===== src/rtl/bus_pkg.sv =====
`default_nettype none
// ============================================================================
//  Module   : bus_pkg
//  Brief    : Shared types and constants for the bus timing controller:
//             FSM state encoding, request record, default timeout read
//             value and the watchdog counter width helper.
//  Revision : 1.0 - initial parametrised release
// ============================================================================
package bus_pkg;

    // Controller states; encoding is fixed so it can be observed in debug.
    typedef enum logic [1:0] {
        ST_IDLE  = 2'd0,
        ST_SETUP = 2'd1,
        ST_WAIT  = 2'd2,
        ST_DONE  = 2'd3
    } bus_state_t;

    // Widths of the reference (default 32-bit) configuration.
    localparam int unsigned C_BUS_ADDR_W = 32;
    localparam int unsigned C_BUS_DATA_W = 32;
    localparam int unsigned C_BUS_BE_W   = C_BUS_DATA_W / 8;

    // Request record of the default configuration; the top declares the
    // same field layout sized by its own parameters.
    typedef struct packed {
        logic                    rw;
        logic [C_BUS_ADDR_W-1:0] address;
        logic [C_BUS_DATA_W-1:0] wdata;
        logic [C_BUS_BE_W-1:0]   byte_en;
    } bus_req_t;

    // Value returned on a read that was aborted by the watchdog.
    localparam logic [31:0] C_ERR_RDATA_DEFAULT = 32'hDEAD_BEEF;

    // Watchdog counter width: enough to hold TIMEOUT, never below one bit.
    function automatic int unsigned wd_cnt_width(input int unsigned timeout);
        int unsigned w;
        w = $clog2(timeout + 1);
        return (w < 1) ? 1 : w;
    endfunction

endpackage : bus_pkg
`default_nettype wire


===== src/rtl/bus_watchdog.sv =====
`default_nettype none
// ============================================================================
//  Module   : bus_watchdog
//  Brief    : Wait-state counter. Cleared by i_clear, counts every cycle that
//             i_enable is high, and flags o_expired on the TIMEOUT-th enabled
//             cycle. TIMEOUT = 0 disables expiry entirely.
//  Revision : 1.0 - initial release
// ============================================================================
module bus_watchdog
    import bus_pkg::*;
#(
    parameter int unsigned TIMEOUT = 256
) (
    input  logic i_clock,
    input  logic i_reset_n,
    input  logic i_clear,
    input  logic i_enable,
    output logic o_expired
);

    localparam int unsigned      CNT_W  = wd_cnt_width(TIMEOUT);
    localparam logic [CNT_W-1:0] C_LAST = (TIMEOUT == 0) ? '0 : CNT_W'(TIMEOUT - 1);

    logic [CNT_W-1:0] r_count;
    logic             w_match;

    // The counter holds once it reaches the last value so o_expired stays
    // stable if the owner lingers in the counting window.
    assign w_match   = (TIMEOUT != 0) && (r_count == C_LAST);
    assign o_expired = i_enable && w_match;

    // Wait-cycle counter: clear has priority over counting.
    always_ff @(posedge i_clock) begin
        if (!i_reset_n) begin
            r_count <= '0;
        end else if (i_clear) begin
            r_count <= '0;
        end else if (i_enable && !w_match) begin
            r_count <= r_count + CNT_W'(1);
        end
    end

endmodule : bus_watchdog
`default_nettype wire


===== src/rtl/bus_timing_ctrl.sv =====
`default_nettype none
// ============================================================================
//  Module   : bus_timing_ctrl
//  Brief    : Request/ready sequencer between the CPU memory port and the
//             system bus. Registers the bus-side request, runs the
//             IDLE/SETUP/WAIT/DONE handshake and aborts hung transfers via a
//             watchdog, returning ERR_RDATA with o_cpu_error set.
//             Optional macro BUS_TIMING_CTRL_STATS_EN adds completion and
//             timeout counters (o_stat_txn, o_stat_timeout).
//  Revision : 1.0 - parametrised successor of the fixed 32-bit sequencer
// ============================================================================
module bus_timing_ctrl
    import bus_pkg::*;
#(
    parameter int unsigned        ADDR_W    = 32,
    parameter int unsigned        DATA_W    = 32,
    parameter int unsigned        TIMEOUT   = 256,
    parameter logic [DATA_W-1:0]  ERR_RDATA = DATA_W'(C_ERR_RDATA_DEFAULT)
) (
    input  logic                  i_clock,
    input  logic                  i_reset_n,
    input  logic                  i_cpu_rw,
    input  logic                  i_cpu_request,
    output logic                  o_cpu_ready,
    output logic                  o_cpu_error,
    input  logic [ADDR_W-1:0]     i_cpu_address,
    input  logic [DATA_W-1:0]     i_cpu_wdata,
    input  logic [DATA_W/8-1:0]   i_cpu_byte_en,
    output logic [DATA_W-1:0]     o_cpu_rdata,
    output logic                  o_bus_rw,
    output logic                  o_bus_request,
    input  logic                  i_bus_ready,
    output logic [ADDR_W-1:0]     o_bus_address,
    output logic [DATA_W-1:0]     o_bus_wdata,
    output logic [DATA_W/8-1:0]   o_bus_byte_en,
    input  logic [DATA_W-1:0]     i_bus_rdata
`ifdef BUS_TIMING_CTRL_STATS_EN
    ,
    output logic [31:0]           o_stat_txn,
    output logic [31:0]           o_stat_timeout
`endif
);

    localparam int unsigned BE_W = DATA_W / 8;

    // Same layout as bus_pkg::bus_req_t, sized by this instance.
    typedef struct packed {
        logic              rw;
        logic [ADDR_W-1:0] address;
        logic [DATA_W-1:0] wdata;
        logic [BE_W-1:0]   byte_en;
    } req_t;

    bus_state_t        r_state;
    bus_state_t        w_state_nxt;
    req_t              r_req;
    req_t              w_req_nxt;
    logic              r_bus_request;
    logic              w_bus_request_nxt;
    logic              r_cpu_ready;
    logic              w_cpu_ready_nxt;
    logic              r_cpu_error;
    logic              w_cpu_error_nxt;
    logic [DATA_W-1:0] r_cpu_rdata;
    logic [DATA_W-1:0] w_cpu_rdata_nxt;

    logic              w_in_wait;
    logic              w_wd_clear;
    logic              w_wd_expired;

    assign w_in_wait = (r_state == ST_WAIT);

    bus_watchdog #(
        .TIMEOUT   (TIMEOUT)
    ) u_watchdog (
        .i_clock   (i_clock),
        .i_reset_n (i_reset_n),
        .i_clear   (w_wd_clear),
        .i_enable  (w_in_wait),
        .o_expired (w_wd_expired)
    );

    // Next-state and next-register logic; everything holds unless a state acts.
    always_comb begin
        w_state_nxt       = r_state;
        w_req_nxt         = r_req;
        w_bus_request_nxt = r_bus_request;
        w_cpu_ready_nxt   = r_cpu_ready;
        w_cpu_error_nxt   = r_cpu_error;
        w_cpu_rdata_nxt   = r_cpu_rdata;
        w_wd_clear        = 1'b0;

        case (r_state)
            ST_IDLE: begin
                w_cpu_ready_nxt = 1'b0;
                if (i_cpu_request) begin
                    w_req_nxt.rw      = i_cpu_rw;
                    w_req_nxt.address = i_cpu_address;
                    w_req_nxt.wdata   = i_cpu_wdata;
                    w_req_nxt.byte_en = i_cpu_byte_en;
                    w_state_nxt       = ST_SETUP;
                end
            end

            ST_SETUP: begin
                w_bus_request_nxt = 1'b1;
                w_wd_clear        = 1'b1;
                w_state_nxt       = ST_WAIT;
            end

            ST_WAIT: begin
                // A ready in the expiry cycle still counts as a good transfer.
                if (i_bus_ready) begin
                    if (!r_req.rw) begin
                        w_cpu_rdata_nxt = i_bus_rdata;
                    end
                    w_bus_request_nxt = 1'b0;
                    w_cpu_ready_nxt   = 1'b1;
                    w_cpu_error_nxt   = 1'b0;
                    w_state_nxt       = ST_DONE;
                end else if (w_wd_expired) begin
                    if (!r_req.rw) begin
                        w_cpu_rdata_nxt = ERR_RDATA;
                    end
                    w_bus_request_nxt = 1'b0;
                    w_cpu_ready_nxt   = 1'b1;
                    w_cpu_error_nxt   = 1'b1;
                    w_state_nxt       = ST_DONE;
                end
            end

            ST_DONE: begin
                if (!i_cpu_request) begin
                    w_cpu_ready_nxt = 1'b0;
                    w_cpu_error_nxt = 1'b0;
                    w_state_nxt     = ST_IDLE;
                end
            end

            default: begin
                w_state_nxt = ST_IDLE;
            end
        endcase
    end

    // State and output registers with synchronous active-low reset.
    always_ff @(posedge i_clock) begin
        if (!i_reset_n) begin
            r_state       <= ST_IDLE;
            r_req         <= '0;
            r_bus_request <= 1'b0;
            r_cpu_ready   <= 1'b0;
            r_cpu_error   <= 1'b0;
            r_cpu_rdata   <= '0;
        end else begin
            r_state       <= w_state_nxt;
            r_req         <= w_req_nxt;
            r_bus_request <= w_bus_request_nxt;
            r_cpu_ready   <= w_cpu_ready_nxt;
            r_cpu_error   <= w_cpu_error_nxt;
            r_cpu_rdata   <= w_cpu_rdata_nxt;
        end
    end

    assign o_cpu_ready   = r_cpu_ready;
    assign o_cpu_error   = r_cpu_error;
    assign o_cpu_rdata   = r_cpu_rdata;
    assign o_bus_rw      = r_req.rw;
    assign o_bus_request = r_bus_request;
    assign o_bus_address = r_req.address;
    assign o_bus_wdata   = r_req.wdata;
    assign o_bus_byte_en = r_req.byte_en;

`ifdef BUS_TIMING_CTRL_STATS_EN
    logic        w_stat_done;
    logic        w_stat_abort;
    logic [31:0] r_stat_txn;
    logic [31:0] r_stat_timeout;

    assign w_stat_done  = w_in_wait && (i_bus_ready || w_wd_expired);
    assign w_stat_abort = w_in_wait && !i_bus_ready && w_wd_expired;

    // Free-running statistics; both wrap naturally at 2^32.
    always_ff @(posedge i_clock) begin
        if (!i_reset_n) begin
            r_stat_txn     <= '0;
            r_stat_timeout <= '0;
        end else begin
            if (w_stat_done) begin
                r_stat_txn <= r_stat_txn + 32'd1;
            end
            if (w_stat_abort) begin
                r_stat_timeout <= r_stat_timeout + 32'd1;
            end
        end
    end

    assign o_stat_txn     = r_stat_txn;
    assign o_stat_timeout = r_stat_timeout;
`endif

endmodule : bus_timing_ctrl
`default_nettype wire


===== config.mk =====
export PLATFORM = sky130hd
export DESIGN_NAME = bus_timing_ctrl
export DESIGN_NICKNAME = d
export VERILOG_FILES = /design/src/rtl/bus_pkg.sv /design/src/rtl/bus_watchdog.sv /design/src/rtl/bus_timing_ctrl.sv
export SDC_FILE = /design/constraint.sdc
export NUM_CORES = 1
export LEC_CHECK = 0
export CAP_MARGIN = 40
export CELL_PAD_IN_SITES_DETAIL_PLACEMENT = 1
export CELL_PAD_IN_SITES_GLOBAL_PLACEMENT = 1
export CORE_AREA = 2 2 93 162
export CTS_BUF_LIST = sky130_fd_sc_hd__clkbuf_8
export DETAILED_ROUTE_END_ITERATION = 6
export DIE_AREA = 0 0 95 164
export PLACE_DENSITY_LB_ADDON = 0.15
export SLEW_MARGIN = 20
export SYNTH_ARGS = -nofsm -noshare
export SYNTH_HDL_FRONTEND = slang
export SYNTH_SLANG_ARGS = --single-unit

===== constraint.sdc =====
create_clock -name i_clock -period 4.2 [get_ports i_clock]
set_input_delay 0.42 -clock i_clock [delete_from_list [all_inputs] [get_ports i_clock]]
set_output_delay 0.42 -clock i_clock [all_outputs]
set_load 0.02 [all_outputs]

## After elaboration in Yosys (flattened, before gate mapping)

Index checks and enable logic that the tools add are counted.
Widths: inputs -> output; s select.

| operators by class | value |
|---|---|
| bitwise logic cells | 2 |
| $add $sub $neg | 1 |
| eq/ne operators | 7 |
| reduce and logical (&&, ||, !) cells | 15 |
| mux-type cells | 19 |

Operators with widths:

| operator | number |
|---|---|
| $mux 32 | 4 |
| $reduce_and 3->1 | 4 |
| $add 9x1->9 const B | 1 |
| $eq 9x8->1 const B | 1 |
| $mux 2 | 4 |
| $pmux 2 s4 | 1 |
| $mux 1 | 7 |
| $reduce_bool 2->1 | 3 |
| $eq 2x2->1 const B | 2 |
| $ne 2x2->1 const B | 2 |
| $pmux 1 s2 | 2 |
| $reduce_and 2->1 | 2 |
| $ne 3x3->1 const B | 1 |
| $pmux 1 s3 | 1 |
| $reduce_bool 3->1 | 1 |
| $eq 2x1->1 const B | 1 |
| $logic_and 1x1->1 | 2 |
| $logic_not 2->1 | 1 |
| $not 1->1 | 2 |
| $reduce_or 2->1 | 1 |
| $logic_not 1->1 | 1 |

| word-level totals | value |
|---|---|
| bits of input ports | 105 |
| bits in registers | 115 |
| word-level logic and storage cells | 54 |
| output and inout bits | 104 |

## Depth between registers and ports, before layout

| logic depth | value |
|---|---|
| word-level depth | 5 |
| gate-level depth with buffers | 8 |
| mapped depth without buffers | 7 |

## Modules after synthesis

From an unflattened synthesis, not the netlist that was laid out.

| unflattened totals | value |
|---|---|
| cell total of the unflattened synthesis | 504 |
| area total of the unflattened synthesis | 4595.7 µm² |

By module, submodules not included:

| module | times used | seq. area each (µm²) | area each (µm²) | cells each |
|---|---|---|---|---|
| bus_timing_ctrl | 1 | 2122.0 | 4159.0 | 454 |
| bus_watchdog | 1 | 180.2 | 436.7 | 50 |

## Least setup slack after synthesis

OpenSTA, ideal clock, no wires.

| timing | value |
|---|---|
| kind | reg2reg |
| start point | reg u_watchdog.r_count[0] |
| end point | reg r_cpu_rdata[2] (netlist: o_cpu_rdata[2]) |
| library setup time | 0.116 ns |
| period minus slack after synthesis | 1.821 ns |
| required time | 4.084 ns |
| stages on the path, launching flop included | 9 |
| data arrival time | 1.705 ns |
| path buffers | 1 |
| slack | 2.379 ns |
| cell sequence | dfxtp_1 -> ha_1 -> nand3_1 -> nor2_1 -> ha_1 -> o21ai_2 -> clkbuf_1 -> or4b_1 -> o211a_1 |

| between the ends | value |
|---|---|
| longest elaborated chain between the ends | 4 |

RTL lines:

| what | RTL line | RTL |
|---|---|---|
| start, declared | bus_watchdog.sv:24 | `logic [CNT_W-1:0] r_count;` |
| start signal, assigned | bus_watchdog.sv:39 | `r_count <= r_count + CNT_W'(1);` |
| $eq 9x8->1 | bus_watchdog.sv:29 | `assign w_match = (TIMEOUT != 0) && (r_count == C_LAST);` |
| $logic_and 1x1->1 | bus_watchdog.sv:30 | `assign o_expired = i_enable && w_match;` |
| $reduce_bool 2->1 (no line) | -- |  |
| $reduce_and 3->1 (no line) | -- |  |
| end signal, assigned | bus_timing_ctrl.sv:161 | `r_cpu_rdata <= w_cpu_rdata_nxt;` |
| end, declared | bus_timing_ctrl.sv:64 | `logic [DATA_W-1:0] r_cpu_rdata;` |

Every way passes these cells.
A chain may end at the register's enable or synchronous reset.

## Final worst setup path

| timing | value |
|---|---|
| start point | reg r_state[0] |
| end point | reg r_cpu_rdata[1] (netlist: o_cpu_rdata[1]) |

| between the ends | value |
|---|---|
| longest elaborated chain between the ends | 4 |

RTL lines:

| what | RTL line | RTL |
|---|---|---|
| start, declared | bus_timing_ctrl.sv:54 | `bus_state_t r_state;` |
| start signal, assigned | bus_timing_ctrl.sv:156 | `r_state <= w_state_nxt;` |
| $eq 2x2->1 * | bus_timing_ctrl.sv:71 | `assign w_in_wait = (r_state == ST_WAIT);` |
| named net u_watchdog.i_enable | bus_watchdog.sv:17 | `input logic i_enable,` |
| $logic_and 1x1->1 | bus_watchdog.sv:30 |  |
| $reduce_bool 2->1 (no line) | -- |  |
| $reduce_and 3->1 (no line) * | -- |  |

Mark *: on every way through the listed nets, which the timed path passes. The rest lies on a longest branch.

==> results.txt <==
The flow ran to the end, and the final reports show no timing, DRC or antenna violations. The post-synthesis share of cell area spent on full adders, half adders and majority gates is ~1.9%. The slack of the worst reg-to-reg path came out at roughly 1.6 ns. The most numerous cell type found on the critical path is sky130_fd_sc_hd__buf_4. The iteration count of the initial detailed-routing pass is 4. The post-synthesis sequential area ratio is around half. The initial cell density of the core is between 30% and 40%. Data arrives at the worst endpoint at around 2.9 ns. The synthesis-to-finish area growth is 57.2%. The overall track demand over capacity in global routing is 18.8%. The number of global-route vias before repair is 4,549. The summed negative setup slack over all endpoints is 0 ns. The aggregate global routing overflow came out at 0. The flip-flop and latch area is between 0.002 and 0.0025 sq mm. The post-synthesis average cell area came out at about 9.1 sq um.

The post-detailed-route via-to-cell ratio came out at 4.91. After synthesis the netlist holds a flip-flop and latch count of 115. 0 antenna diodes ended up in the layout. The post-synthesis simple-gate area fraction is between 20% and 30%. The detailed router placed about 4,400 vias in this run.

The fill cell total of the finished layout is 1,672. TritonCTS built the clock tree. Counting distinct cell types in the post-synthesis netlist gives 29.

The total DRC errors in the routed layout came out at 0. The clock latency reported for the late side of the worst-skew pair came out at about 0.43 ns. Entering global routing, the biggest net connects 48 pins. The detailed-route wire length is between 10,000 and 15,000 microns. The clock passes through at most 2 buffers. The number of cells produced by synthesis is around 510. The type of the tightest min-delay check is reg2reg. The number of buffers inserted by post-CTS setup repair came out at 0. The synthesis warning total is 0. The max-cap check violation count came out at 0.

The initial antenna violation count came to 0. The first global-routing pass estimated around 23,000 microns of wire. Summing the areas of all compound-gate instances in the mapped netlist gives around 21% of the synthesized area. The clock arrives with approximately 0.010 ns of skew. The maximum achievable frequency is about 390 MHz.

The row count is 58. The worst setup path is captured at a flip-flop. The combinational family with the most area after synthesis is compound AO/OA/AOI/OAI gates.

The number of primary I/O pins came out at around 210. The top cell types in the final layout, fill and taps aside, are sky130_fd_sc_hd__clkdlybuf4s50_1, sky130_fd_sc_hd__nand2_1, sky130_fd_sc_hd__dfxtp_1. On the worst path, the slowest cell contributes a delay of 0.58 ns. The routed wirelength normalized by instance count is ~17 microns.

The max-slew violation count is 0. The class of the most critical setup path is reg2reg. The smallest clock period supported by the final layout is computed as 2.56 ns. The count of buffers added on input and output ports is about 210.

Grouping stages by cell kind, the critical path spends the most delay in buffers and inverters. The post-layout net count came out at roughly 810. Setup repair after global routing left no endpoint under its margin.

The routability congestion estimate came out at 0.760. The placeable core area is around 0.014 sq mm. The clock transition time at the flip-flop clock pins of the worst setup and hold paths is about 0.070 ns. The clock tree root buffer cell is sky130_fd_sc_hd__clkbuf_8.

The fraction of synthesized area in multiplexers came out at less than 1%. For the worst setup path, the data required time is 4.57 ns. The part of the cycle the worst path needs came out at a little over 60%. The number of buffers inserted by hold repair at cts is 0. The first-iteration detailed-routing DRC count is between 100 and 150. The cell count of the worst hold path is 2. The maximum fanout along the worst path is 25.

Cells with a size suffix above 1 make up roughly 7.3% of the layout. The detail route stage leaves a number of antenna-violating nets equal to 0. The highest-delay cell along the critical path is sky130_fd_sc_hd__ha_1. From bottom edge to top edge, the die measures 164 microns. The final total power came out at between 3 and 4 mW.

The cell area that synthesis handed to floorplanning was ~0.0046 sq mm. The number of endpoints failing setup at the final stage came out at 0. The kind of start point of the critical path is a flip-flop. The total power divided by cell area is 520 mW/mm^2. The floorplan die width came out at around 95 microns.

The post-route worst hold slack came out at 0.458 ns. The library cell used most frequently in the layout, excluding fill and tap cells, is sky130_fd_sc_hd__clkdlybuf4s50_1. In this run the static leakage power is between 2 and 3 nW.

Counting buffers and inverters, the worst setup path is 7 cells deep. Traced cell by cell, the critical path runs through inv_1 > ha_1 > o21ai_2 > buf_4 > nor2_1 > buf_4 > o211a_1. The die footprint came out at between 0.015 and 0.02 sq mm. The slew at the pin closest to its max-slew limit is between 0.8 and 0.9 ns. The worst-case reg-to-reg path depth is 7. The CTS buffer count came out at 17. The HPWL reported at the end of detailed placement came out at around 11,000 microns.

In this run the number of H-tree levels came out at 4. The headroom to the max-slew limit is ~46%. The number of clock sinks is 115. The final number of hold-violating endpoints is 0.

The post-cts resize count is 0. The number of nets handed over by synthesis was around 620. In the final layout, the multi-input gates occupy around 0.0021 sq mm.

The synthesized netlist devotes less than 1% of its cell area to XOR and XNOR gates. The critical path contains buffers and inverters numbering 3 combined. The worst ir drop on vdd is between 0.2 and 0.25 mV.
[routing by layer]
layer	GRT usage [%]	vias to the layer above	wire, microns
li1	-	2126	-
met1	18.7	2086	5460
met2	35.6	146	8010
met3	5.23	23	950
met4	8.04	0	326
met5	0	-	0
[cells by family (layout without fill, tap and decap cells)]
family / after synthesis / in the layout
AND/OR/NAND/NOR: 200 / 200
AO/OA/AOI/OAI: 130 / 130
flip-flops: 115 / 115
buffers and inverters: 47 / 255
adder cells (fa/ha/maj): 7 / 7
multiplexers: 4 / 4
XOR/XNOR: 2 / 2
[worst paths after layout]
check | end | from
worst max-delay path | o_cpu_rdata[1] | r_state[0]
worst min-delay path | u_watchdog.r_count[8] | u_watchdog.r_count[8]
worst max register to register | o_cpu_rdata[1] | r_state[0]
worst min register to register | u_watchdog.r_count[8] | u_watchdog.r_count[8]
[registers in the layout (all words and copies together) (netlist names)]
register and flops:
o_bus_address 32, o_bus_wdata 32, o_cpu_rdata 32, u_watchdog.r_count 9
o_bus_byte_en 4, r_state 2, o_bus_request 1, o_bus_rw 1
o_cpu_error 1, o_cpu_ready 1
[power breakdown]
| part | internal (mW) | switching (mW) |
|---|---|---|
| Combinational | 0.623 | 0.755 |
| Clock | 0.505 | 0.481 |
| Sequential | 1.29 | 0.108 |
[area by class of cell]
type                    count  area share [%]
multi-input cells         343            29.3
repair buffers            218            30.2
clock inverters            13            1.75
inverters                   5           0.259
well taps                 180            3.11
clock buffers              19            3.61
flip-flops and latches    115            31.8
[worst min-delay path, cell delays in order (launching register included)]
cell,delay [ns]
sky130_fd_sc_hd__dfxtp_1,0.31
sky130_fd_sc_hd__nand2_1,0.05
sky130_fd_sc_hd__a21oi_1,0.05
[through the flow]
stage / worst slack [ns] / util, % / instances / area [sq um]
after floorplan: 2.38 / - / 505 / 4610
after global placement: 1.51 / 47.6 / 859 / 6810
after detailed placement: 1.42 / 47.6 / 859 / 6810
after CTS: 1.62 / 50.3 / 891 / 7190
after global routing: 1.43 / 50.6 / 893 / 7240
final: 1.64 / 50.6 / 893 / 7240
[cell usage after synthesis, drive strengths merged]
cell type  instances  area share [%]
mux2i              4            0.87
buf                9            0.95
xor2               2            0.38
dfxtp            115              50
and2               1            0.14
o211a             25             5.4
nand4b             9             1.7
o221a              2            0.49
nor2b              1            0.14
nor2               5            0.41
nand2b             2            0.27
o21ai             15             1.7
or4                2            0.33
nand4              1            0.14
inv                5            0.41
nand3              3            0.33
clkbuf            33             2.7
a21boi            77              13
nand3b             1            0.16
or4b              24             5.2
nand2            147              12
o31ai              2            0.33
a21oi              9            0.98
or2                1            0.14
ha                 7             1.9
or3                3            0.41
(Power assumes the default switching activity.)
